$ cat src/rtl/or_64b.sv
// rtl/or_64b.sv - 64-bit bitwise OR with registered result and status flags
//
// Purpose:
//   Combinational s = a | b for same-cycle use by the ALU result mux.
//   Also a one-cycle registered copy with valid tracking plus zero, all-ones
//   and population-count flags.
//
// Ports:
//   clk       in   1      rising-edge clock for the registered stage
//   reset     in   1      synchronous, active-high reset
//   a, b      in   WIDTH  operands
//   in_valid  in   1      qualifies a/b for capture
//   s         out  WIDTH  combinational a | b
//   s_q       out  WIDTH  registered a | b
//   out_valid out  1      s_q and the flags were captured on the last edge
//   zero_q    out  1      registered (a | b) == 0
//   ones_q    out  1      registered (a | b) == all ones
//   popcnt_q  out  7      registered set-bit count of (a | b), 0..64
module or_64b #(
  parameter int WIDTH = 64
) (
  input  logic             clk,
  input  logic             reset,
  input  logic [WIDTH-1:0] a,
  input  logic [WIDTH-1:0] b,
  input  logic             in_valid,
  output logic [WIDTH-1:0] s,
  output logic [WIDTH-1:0] s_q,
  output logic             out_valid,
  output logic             zero_q,
  output logic             ones_q,
  output logic [6:0]       popcnt_q
);

  // Pure continuous assignment: no dependence on clk, reset or in_valid.
  assign s = a | b;

  logic       zero_d;
  logic       ones_d;
  logic [6:0] popcnt_d;

  assign zero_d = (s == '0);
  assign ones_d = (s == '1);

  // Population count as a balanced adder tree over the 64 result bits.
  // Each level pairs adjacent partial sums and widens them by one bit.
  logic [1:0] sum2 [32];
  logic [2:0] sum3 [16];
  logic [3:0] sum4 [8];
  logic [4:0] sum5 [4];
  logic [5:0] sum6 [2];

  always_comb begin
    for (int i = 0; i < 32; i++) begin
      sum2[i] = {1'b0, s[2*i]} + {1'b0, s[2*i+1]};
    end
    for (int i = 0; i < 16; i++) begin
      sum3[i] = {1'b0, sum2[2*i]} + {1'b0, sum2[2*i+1]};
    end
    for (int i = 0; i < 8; i++) begin
      sum4[i] = {1'b0, sum3[2*i]} + {1'b0, sum3[2*i+1]};
    end
    for (int i = 0; i < 4; i++) begin
      sum5[i] = {1'b0, sum4[2*i]} + {1'b0, sum4[2*i+1]};
    end
    for (int i = 0; i < 2; i++) begin
      sum6[i] = {1'b0, sum5[2*i]} + {1'b0, sum5[2*i+1]};
    end
    popcnt_d = {1'b0, sum6[0]} + {1'b0, sum6[1]};
  end

  // Without a new valid input the result and flags hold, but out_valid
  // drops so consumers see each captured result for exactly one cycle.
  always_ff @(posedge clk) begin
    if (reset) begin
      s_q       <= '0;
      out_valid <= 1'b0;
      zero_q    <= 1'b0;
      ones_q    <= 1'b0;
      popcnt_q  <= 7'd0;
    end else if (in_valid) begin
      s_q       <= s;
      out_valid <= 1'b1;
      zero_q    <= zero_d;
      ones_q    <= ones_d;
      popcnt_q  <= popcnt_d;
    end else begin
      out_valid <= 1'b0;
    end
  end

endmodule

$ cat config.mk
export PLATFORM = sky130hd
export DESIGN_NAME = or_64b
export DESIGN_NICKNAME = d
export VERILOG_FILES = /design/src/rtl/or_64b.sv
export SDC_FILE = /design/constraint.sdc
export NUM_CORES = 1
export LEC_CHECK = 0
export ABC_CLOCK_PERIOD_IN_PS = 6900
export CORE_UTILIZATION = 36
export CTS_CLUSTER_SIZE = 28
export DETAILED_ROUTE_END_ITERATION = 12
export GPL_ROUTABILITY_DRIVEN = 0
export PLACE_DENSITY = 0.79
export SLEW_MARGIN = 20
export SYNTH_ARGS = -nofsm -noshare
export SYNTH_HDL_FRONTEND = slang
export SYNTH_SLANG_ARGS = --single-unit
$ cat constraint.sdc
create_clock -name clk -period 6.9 [get_ports clk]
set_input_delay 1.38 -clock clk [delete_from_list [all_inputs] [get_ports clk]]
set_output_delay 1.38 -clock clk [all_outputs]
set_load 0.02 [all_outputs]
==> reports/results.ini, run 1 <==
[power_and_ir_drop]
peakVddDrop_mv=0.787
power_density_nw_per_um2=523
p_leak_uw=0.00369

[min_path]
holdPathEnd=zero_q
hold_depth=2
hp-start=zero_q
hp-class=flip-flop to flip-flop

[drt]
drtAntennaViolNets=0
drc_errors=0
first_pass_iters=5
via_per_inst=4.76
drtIter0Drc=281
routed_wl_mm=17.9
wire_per_inst_um=16.6
dr_total_vias=5126

[global_routing]
grt_overflow=0
grt_max_degree=77
grt_usage_pct=26.3
grt_pass1_wl_mm=27.7
grt_pass1_vias=5146
antenna_found_initial=0

[sta]
slew_viol_final=0
hold_viol=0
period_share_pct=99.7
tns_ps=0
setup_violations=0
max_freq_mhz=145
skew_ps=0
rsz0062_at_grt=true
worstMarginPinSlew_ps=827
maxSlewHeadroom_pct=44.9
fin_crit_ps=6880
whs_ps=473

[die]
initial_core_util_pct=36.7
pin_count=269
rows=42
fp.dieH_um=118
die_area_um2=13900
core_area_um2=13200
die_x_um=118

[worst_setup_path]
reg2reg_depth=2
arrival_ps=7070
critPathTopFamily=adder cells
worstPathMaxFanout=2
reg2reg_to=popcnt_q[5]
worstPathRequired_ps=7090
cp_num_cells=22
cp_slowest_cell=fa_1
path_class=input port to flip-flop
cp_num_buf_inv=6
r2r-start=popcnt_q[5]
critPathMostFrequentCell=fa_1
crit_chain=clkdlybuf4s15_1 > nor2_4 > fa_1 > inv_1 > fa_1 > inv_2 > fa_1 > inv_2 > fa_1 > fa_1 > fa_1 > inv_1 > fa_1 > fa_1 > inv_1 > ha_2 > fa_2 > a21o_1 > a21oi_2 > nor2b_1 > o21bai_1 > a311oi_1
critPathLaunchType=input port
endpoint_kind=flip-flop
critical-path-max-stage-delay_ps=540
reg2reg_slack_ps=6080

[layout]
multi_input_area_um2=3020
final_cell_count_no_fill=1078
layout_common_cells=clkdlybuf4s50_1, inv_1, nor2_1, buf_4, dfxtp_1
layout_commonest_cell=clkdlybuf4s50_1
drive_above_1_share_pct=21.0
register_area_um2=1480
diodes=0
area_growth_syn_to_layout_pct=76.5
fin_nets=1099
nFillCells=1115
fin_area_um2=8550

[cts]
htreeDepth=3
clk_pin_slew_worst_paths_ps=60
cts.sinks=74
root_buffer=clkbuf_16
clkLatencyLatePin_ps=350
cts_tree=yes
numCtsBuffers=9
cts_buffer_depth=2

[synth]
synth-edff-count=0
synthFlopType=dfxtp_1
ys_ff_latch=74
seq_area_frac_synth_pct=30.6
yosysUniqueCellTypes=29
syn_nets=767
async_reset_ff_share_pct=0
netlist.top_cell.by_area=dfxtp_1
synth_top_area_share_pct=30.6
synth.top_cells.by_area=dfxtp_1, fa_1, a211oi_1, nor2_1, inv_1
syn-mean-instance-area_um2=8.57
postSynthCellCount=565
syn_area_um2=4840
synth-warning-count=0

[placement]
placed_cells=1051
hpwl_mm=14.6
place_area_um2=8220
port_buffers=268

[status]
status=finished, final reports clean

[run]
max-cap-violations=0

[worst min-delay path, delay by kind of cell, from the launching register on]
| kind | cells | cell delay (ps) |
|---|---|---|
| DFF | 1 | 310 |
| AOI/OAI and AO/OA | 1 | 50 |
| and+or+nand+nor | 1 | 60 |
[metal layers]
layer	up-vias	share of wire, %	GRT usage [%]
met5	-	0	0
met4	0	2.4	8.57
met3	25	6.5	7.03
met2	193	49	44.7
met1	2421	42	32.2
li1	2487	-	-
[cells by family (layout without fill, tap and decap cells)]
| family | Yosys count | count (layout) | synth area share (%) |
|---|---|---|---|
| fa+ha+maj | 71 | 71 | 26.7 |
| simple gates | 187 | 187 | 17.9 |
| mux | 6 | 6 | 1.24 |
| flops | 74 | 74 | 30.6 |
| compound gates | 74 | 74 | 11.3 |
| xor+xnor | 3 | 3 | 0.543 |
| buf+inv | 150 | 487 | 11.7 |
[final cells by class]
cell class,count,share of cell area (%)
timing repair buffer,345,36.0
multi-input combinational,341,35.3
sequential,74,17.3
inverter,126,5.56
clock buffer,11,2.84
tap,176,2.58
clock inverter,5,0.351
[how the worst max path moves through the flow]
stage / start / slack, ps / to
after floorplan: b[47] / -10 / popcnt_q[6]
after global placement: a[53] / -700 / popcnt_q[6]
after detailed placement: a[53] / -750 / popcnt_q[6]
after CTS: b[3] / -30 / popcnt_q[6]
after global routing: b[37] / -150 / popcnt_q[6]
final: b[37] / 20 / popcnt_q[6]
[state kept, by name, indices dropped and copies added (netlist names)]
register and count:
s_q 64, zero_q 1, popcnt_q 7, ones_q 1
out_valid 1
[stage by stage]
step	utilization, %	worst slack [ps]	total power (µW)
after floorplan	-	-10.2	2710
after global placement	62.3	-702	3620
after global routing	64.8	-150	4860
after detailed placement	62.3	-748	3710
final	64.8	19.7	4470
after CTS	64.7	-32.5	4170
[what timing repair did]
item                                    in CTS  in global routing
hold buffers                                 0                  0
resized for setup                          108                 88
setup buffers                                3                  8
pin swaps                                   37                 26
endpoints found under the setup margin       6                  5
[synthesized netlist by cell type (3+ instances only)]
cell type	instances
nor2_1	130
dfxtp_1	74
clkbuf_1	18
buf_1	3
ha_1	17
fa_1	54
inv_1	126
a21o_1	3
mux2i_1	6
nor2_2	5
nand4_1	20
nor4_1	17
a21oi_1	4
buf_2	3
a211oi_1	65
[power by group]
part | internal (µW) | switching (µW) | leakage (µW)
registers | 483 | 21.0 | 0.000617
logic | 1730 | 1800 | 0.00294
clock network | 251 | 185 | 0.000131
(Power assumes the default switching activity.)
==> run 2, diff against run 1 <==
--- a/config.mk
+++ b/config.mk
@@ -15,3 +15,4 @@
 export SYNTH_ARGS = -nofsm -noshare
 export SYNTH_HDL_FRONTEND = slang
 export SYNTH_SLANG_ARGS = --single-unit
+export TNS_END_PERCENT = 20
==> reports/results.ini, run 2 (same netlist as run 1, synthesis figures left out) <==
[worst_setup_path]
reg2reg_to=popcnt_q[5]
critPathLaunchType=input port
crit_chain=clkdlybuf4s50_1 > nor2_2 > fa_1 > inv_2 > fa_1 > inv_2 > fa_1 > inv_1 > fa_1 > fa_1 > fa_1 > inv_1 > fa_1 > fa_1 > inv_1 > ha_2 > fa_2 > a21o_1 > a21oi_2 > nor2b_1 > o21bai_1 > a311oi_1
path_class=input port to flip-flop
reg2reg_depth=2
cp_num_buf_inv=6
r2r-start=popcnt_q[5]
arrival_ps=7360
worstPathMaxFanout=2
critPathTopFamily=adder cells
reg2reg_slack_ps=6110
cp_num_cells=22
endpoint_kind=flip-flop
worstPathRequired_ps=7090
critical-path-max-stage-delay_ps=550
cp_slowest_cell=fa_1
critPathMostFrequentCell=fa_1

[power_and_ir_drop]
power_density_nw_per_um2=507
p_leak_uw=0.00377
peakVddDrop_mv=0.944
power_uw=4350

[die]
rows=42
die_area_um2=13900
fp.dieH_um=118
pin_count=269
initial_core_util_pct=36.7
die_x_um=118
core_area_um2=13200

[layout]
regMostFlops=s_q
fin_nets=1085
nFillCells=1058
multi_input_area_um2=2920
layout_common_cells=clkdlybuf4s50_1, nor2_1, inv_1, dfxtp_1, a211oi_1
register_area_um2=1480
diodes=0
layout_commonest_cell=clkdlybuf4s50_1
largest_reg_flops=64
reg_top3=s_q: 64 flops, popcnt_q: 7 flops
area_growth_syn_to_layout_pct=77.1
drive_above_1_share_pct=13.7

[global_routing]
antenna_found_initial=0
grt_pass1_vias=4888
grt_pass1_wl_mm=26.6
grt_overflow=0
grt_usage_pct=25.3
grt_max_degree=76

[sta]
hold_viol=0
period_share_pct=104
maxSlewHeadroom_pct=45.1
setup_violations=5
worstMarginPinSlew_ps=823
rsz0062_at_grt=true
finalWorstSetupSlack_ps=-268
tns_ps=-792
max_freq_mhz=140
slew_viol_final=0
whs_ps=481
skew_ps=0
fin_crit_ps=7170

[min_path]
holdPathEnd=zero_q
hp-class=flip-flop to flip-flop
hold_depth=2
hp-start=zero_q

[cts]
numCtsBuffers=9
cts_buffer_depth=2
root_buffer=clkbuf_16
clk_pin_slew_worst_paths_ps=60
clkLatencyLatePin_ps=340
htreeDepth=3
cts.sinks=74
cts_hold_buf=0
cts_tree=yes

[drt]
wire_per_inst_um=16.4
drtAntennaViolNets=0
dr_total_vias=5040
via_per_inst=4.74
routed_wl_mm=17.5
first_pass_iters=4
drtIter0Drc=291
drc_errors=0

[placement]
port_buffers=268
pre_cts_slack_ps=-741
hpwl_mm=14.4

[run]
max-cap-violations=0

[status]
violations=negative setup slack
status=finished, violations left

## run 2: changes by cell type in the layout (fill, tap and decap cells not counted), moves of 11 or more
| cell | before | now |
|---|---|---|
| nor2_4 | 23 | 12 |
| clkdlybuf4s50_1 | 200 | 244 |
| dlymetal6s2s_1 | 0 | 20 |
| nor2_1 | 100 | 114 |
| clkdlybuf4s15_1 | 16 | 0 |
| dlygate4sd2_1 | 19 | 2 |
| buf_4 | 78 | 64 |
| clkbuf_2 | 29 | 0 |
## run 2: repair_timing
item,in CTS,in global routing
setup endpoints to repair,6,6
setup buffers,0,2
pin swaps,11,24
resized for setup,8,29
cloned,0,0
## run 2: per-layer routing
| layer | track usage (%) | share of wire [%] | vias to the layer above | routed length (µm) |
|---|---|---|---|---|
| met5 | 0 | 0 | - | 0 |
| met2 | 42.8 | 50 | 203 | 8710 |
| met3 | 7.32 | 7.7 | 26 | 1350 |
| met1 | 30.9 | 40 | 2356 | 6970 |
| li1 | - | - | 2455 | - |
| met4 | 8.09 | 2.6 | 0 | 449 |
## run 2: layout make-up
| type | instances | share of cell area, % |
|---|---|---|
| clock inverter | 4 | 0.292 |
| multi-input combinational | 341 | 34.0 |
| sequential | 74 | 17.3 |
| timing repair buffer | 331 | 37.2 |
| inverter | 126 | 5.54 |
| clock buffer | 12 | 3.11 |
| tap | 176 | 2.57 |
## run 2: worst reg2reg max path: stages, from the launching register on
cell and delay, ps:
dfxtp_1 340, mux2i_1 80, nor4_1 280
## run 2: worst max path at each step
| stage | startpoint | endpoint |
|---|---|---|
| 2_1_floorplan | a[63] | popcnt_q[6] |
| 3_3_place_gp | a[63] | popcnt_q[6] |
| 3_5_place_dp | a[63] | popcnt_q[6] |
| 4_1_cts | b[35] | popcnt_q[6] |
| 5_1_grt | b[35] | popcnt_q[6] |
| 6_report | b[35] | popcnt_q[6] |
## run 2: per-stage QoR
step	std cells	util, %	cell area (µm²)
after floorplan	565	-	4920
after global placement	1046	62.0	8180
after detailed placement	1046	62.0	8180
after CTS	1062	64.3	8490
after global routing	1064	65.0	8580
final	1064	65.0	8580
## run 2: power breakdown
| part | total (µW) | internal (µW) | switching [µW] | leakage, µW |
|---|---|---|---|---|
| sequential | 503 | 483 | 20.5 | 0.000617 |
| clock | 456 | 271 | 185 | 0.000141 |
| combinational | 3390 | 1660 | 1720 | 0.00301 |
| total | 4350 | 2420 | 1930 | 0.00377 |
==> run 3, diff against run 2 <==
--- a/config.mk
+++ b/config.mk
@@ -11,6 +11,7 @@
 export DETAILED_ROUTE_END_ITERATION = 12
 export GPL_ROUTABILITY_DRIVEN = 0
 export PLACE_DENSITY = 0.79
+export RECOVER_POWER = 25
 export SLEW_MARGIN = 20
 export SYNTH_ARGS = -nofsm -noshare
 export SYNTH_HDL_FRONTEND = slang
==> reports/results.ini, run 3 (same netlist as run 1, synthesis figures left out) <==
[sta]
slew_viol_final=0
period_share_pct=104
maxSlewHeadroom_pct=44.4
worstMarginPinSlew_ps=835
setup_violations=5
finalWorstSetupSlack_ps=-263
rsz0062_at_grt=true
max_freq_mhz=140
fin_crit_ps=7160
hold_viol=0
skew_ps=0
tns_ps=-787

[drt]
dr_total_vias=5060
routed_wl_mm=17.5
drtAntennaViolNets=0
via_per_inst=4.76
first_pass_iters=5
drtIter0Drc=285
wire_per_inst_um=16.5
drc_errors=0

[layout]
register_area_um2=1480
layout_commonest_cell=clkdlybuf4s50_1
area_growth_syn_to_layout_pct=76.8
fin_nets=1085
multi_input_area_um2=2920
largest_reg_flops=64
reg_top3=s_q: 64 flops, popcnt_q: 7 flops
final_cell_count_no_fill=1064
regMostFlops=s_q
drive_above_1_share_pct=13.2
layout_common_cells=clkdlybuf4s50_1, nor2_1, inv_1, dfxtp_1, a211oi_1
nFillCells=1063
post-route-util_pct=64.9
diodes=0

[worst_setup_path]
cp-startpoint=b[35]
endpoint_kind=flip-flop
worstPathRequired_ps=7090
r2r-start=popcnt_q[5]
critPathLaunchType=input port
worstPathMaxFanout=2
path_class=input port to flip-flop
arrival_ps=7360

[cts]
clkLatencyLatePin_ps=350
cts.sinks=74
cts_buffer_depth=2
htreeDepth=3
numCtsBuffers=9
root_buffer=clkbuf_16
cts_tree=yes
clk_pin_slew_worst_paths_ps=60

[die]
rows=42
core_area_um2=13200
initial_core_util_pct=36.7
fp.dieH_um=118
pin_count=269
die_area_um2=13900
die_x_um=118

[global_routing]
grt_pass1_vias=4888
grt_usage_pct=25.3
grt_max_degree=76
grt_overflow=0
grt_pass1_wl_mm=26.6
antenna_found_initial=0

[power_and_ir_drop]
p_leak_uw=0.00378
power_density_nw_per_um2=509
peakVddDrop_mv=0.951
power_uw=4360

[status]
status=finished, violations left
violations=negative setup slack

[placement]
hpwl_mm=14.4
placed_cells=1046
port_buffers=268

[run]
max-cap-violations=0

[min_path]
hp-start=s_q[34]
hp-class=flip-flop to flip-flop

[run 3: cell types whose count changed in the layout (fill, tap and decap cells not counted), sizes merged]
cell	change
clkdlybuf4s50	-20
dlygate4sd3	+20
buf	-5
clkbuf	+5
[run 3: worst paths after layout]
| check | cells after the start | slack (ps) | end |
|---|---|---|---|
| max | 22 | -260 | popcnt_q[6] |
| min | 2 | 480 | s_q[34] |
| max reg2reg | 2 | 6120 | popcnt_q[5] |
| min reg2reg | 2 | 480 | s_q[34] |
[run 3: area by class of cell]
class | count | area share (%)
inverter | 126 | 5.55
clock inverter | 4 | 0.292
tap | 176 | 2.57
clock buffer | 12 | 3.11
sequential | 74 | 17.3
multi-input combinational | 341 | 34.1
timing repair buffer | 331 | 37.1
[run 3: worst max-delay path, cell delays in order]
cell and delay, ps:
clkdlybuf4s50_1 470, nor2_2 60, fa_1 550, inv_2 40, fa_1 510, inv_2 50, fa_1 520, inv_1 50
fa_1 500, fa_1 510, fa_1 490, inv_1 50, fa_1 490, fa_1 490, inv_1 50, ha_2 190
fa_2 340, a21o_1 170, a21oi_2 160, nor2b_1 70, o21bai_1 120, a311oi_1 90
[run 3: through the flow]
| stage | worst slack [ps] | hold slack, ps | area [µm²] |
|---|---|---|---|
| 2_1_floorplan | -55.5 | 544 | 4920 |
| 3_3_place_gp | -677 | 455 | 8180 |
| 3_5_place_dp | -741 | 465 | 8180 |
| 4_1_cts | -307 | 480 | 8490 |
| 5_1_grt | -445 | 494 | 8560 |
| 6_report | -263 | 480 | 8560 |
[run 3: where the power goes]
| group | switching (µW) | leakage, µW | total, µW | internal (µW) |
|---|---|---|---|---|
| Clock | 187 | 0.000141 | 458 | 271 |
| Sequential | 20.0 | 0.000617 | 503 | 483 |
| Combinational | 1730 | 0.00302 | 3390 | 1660 |
[run 3: what timing repair did]
item	CTS	global route
pin swaps	11	24
hold buffers	0	0
resized for setup	8	29
endpoints found under the setup margin	6	6
setup buffers	0	2
[run 3: routing by layer]
metal / global-route usage, % / vias to the layer above / share of wire, %
met5: 0 / - / 0
met4: 8.09 / 0 / 2.3
met2: 42.8 / 203 / 50
li1: - / 2451 / -
met3: 7.32 / 27 / 7.3
met1: 30.9 / 2379 / 40
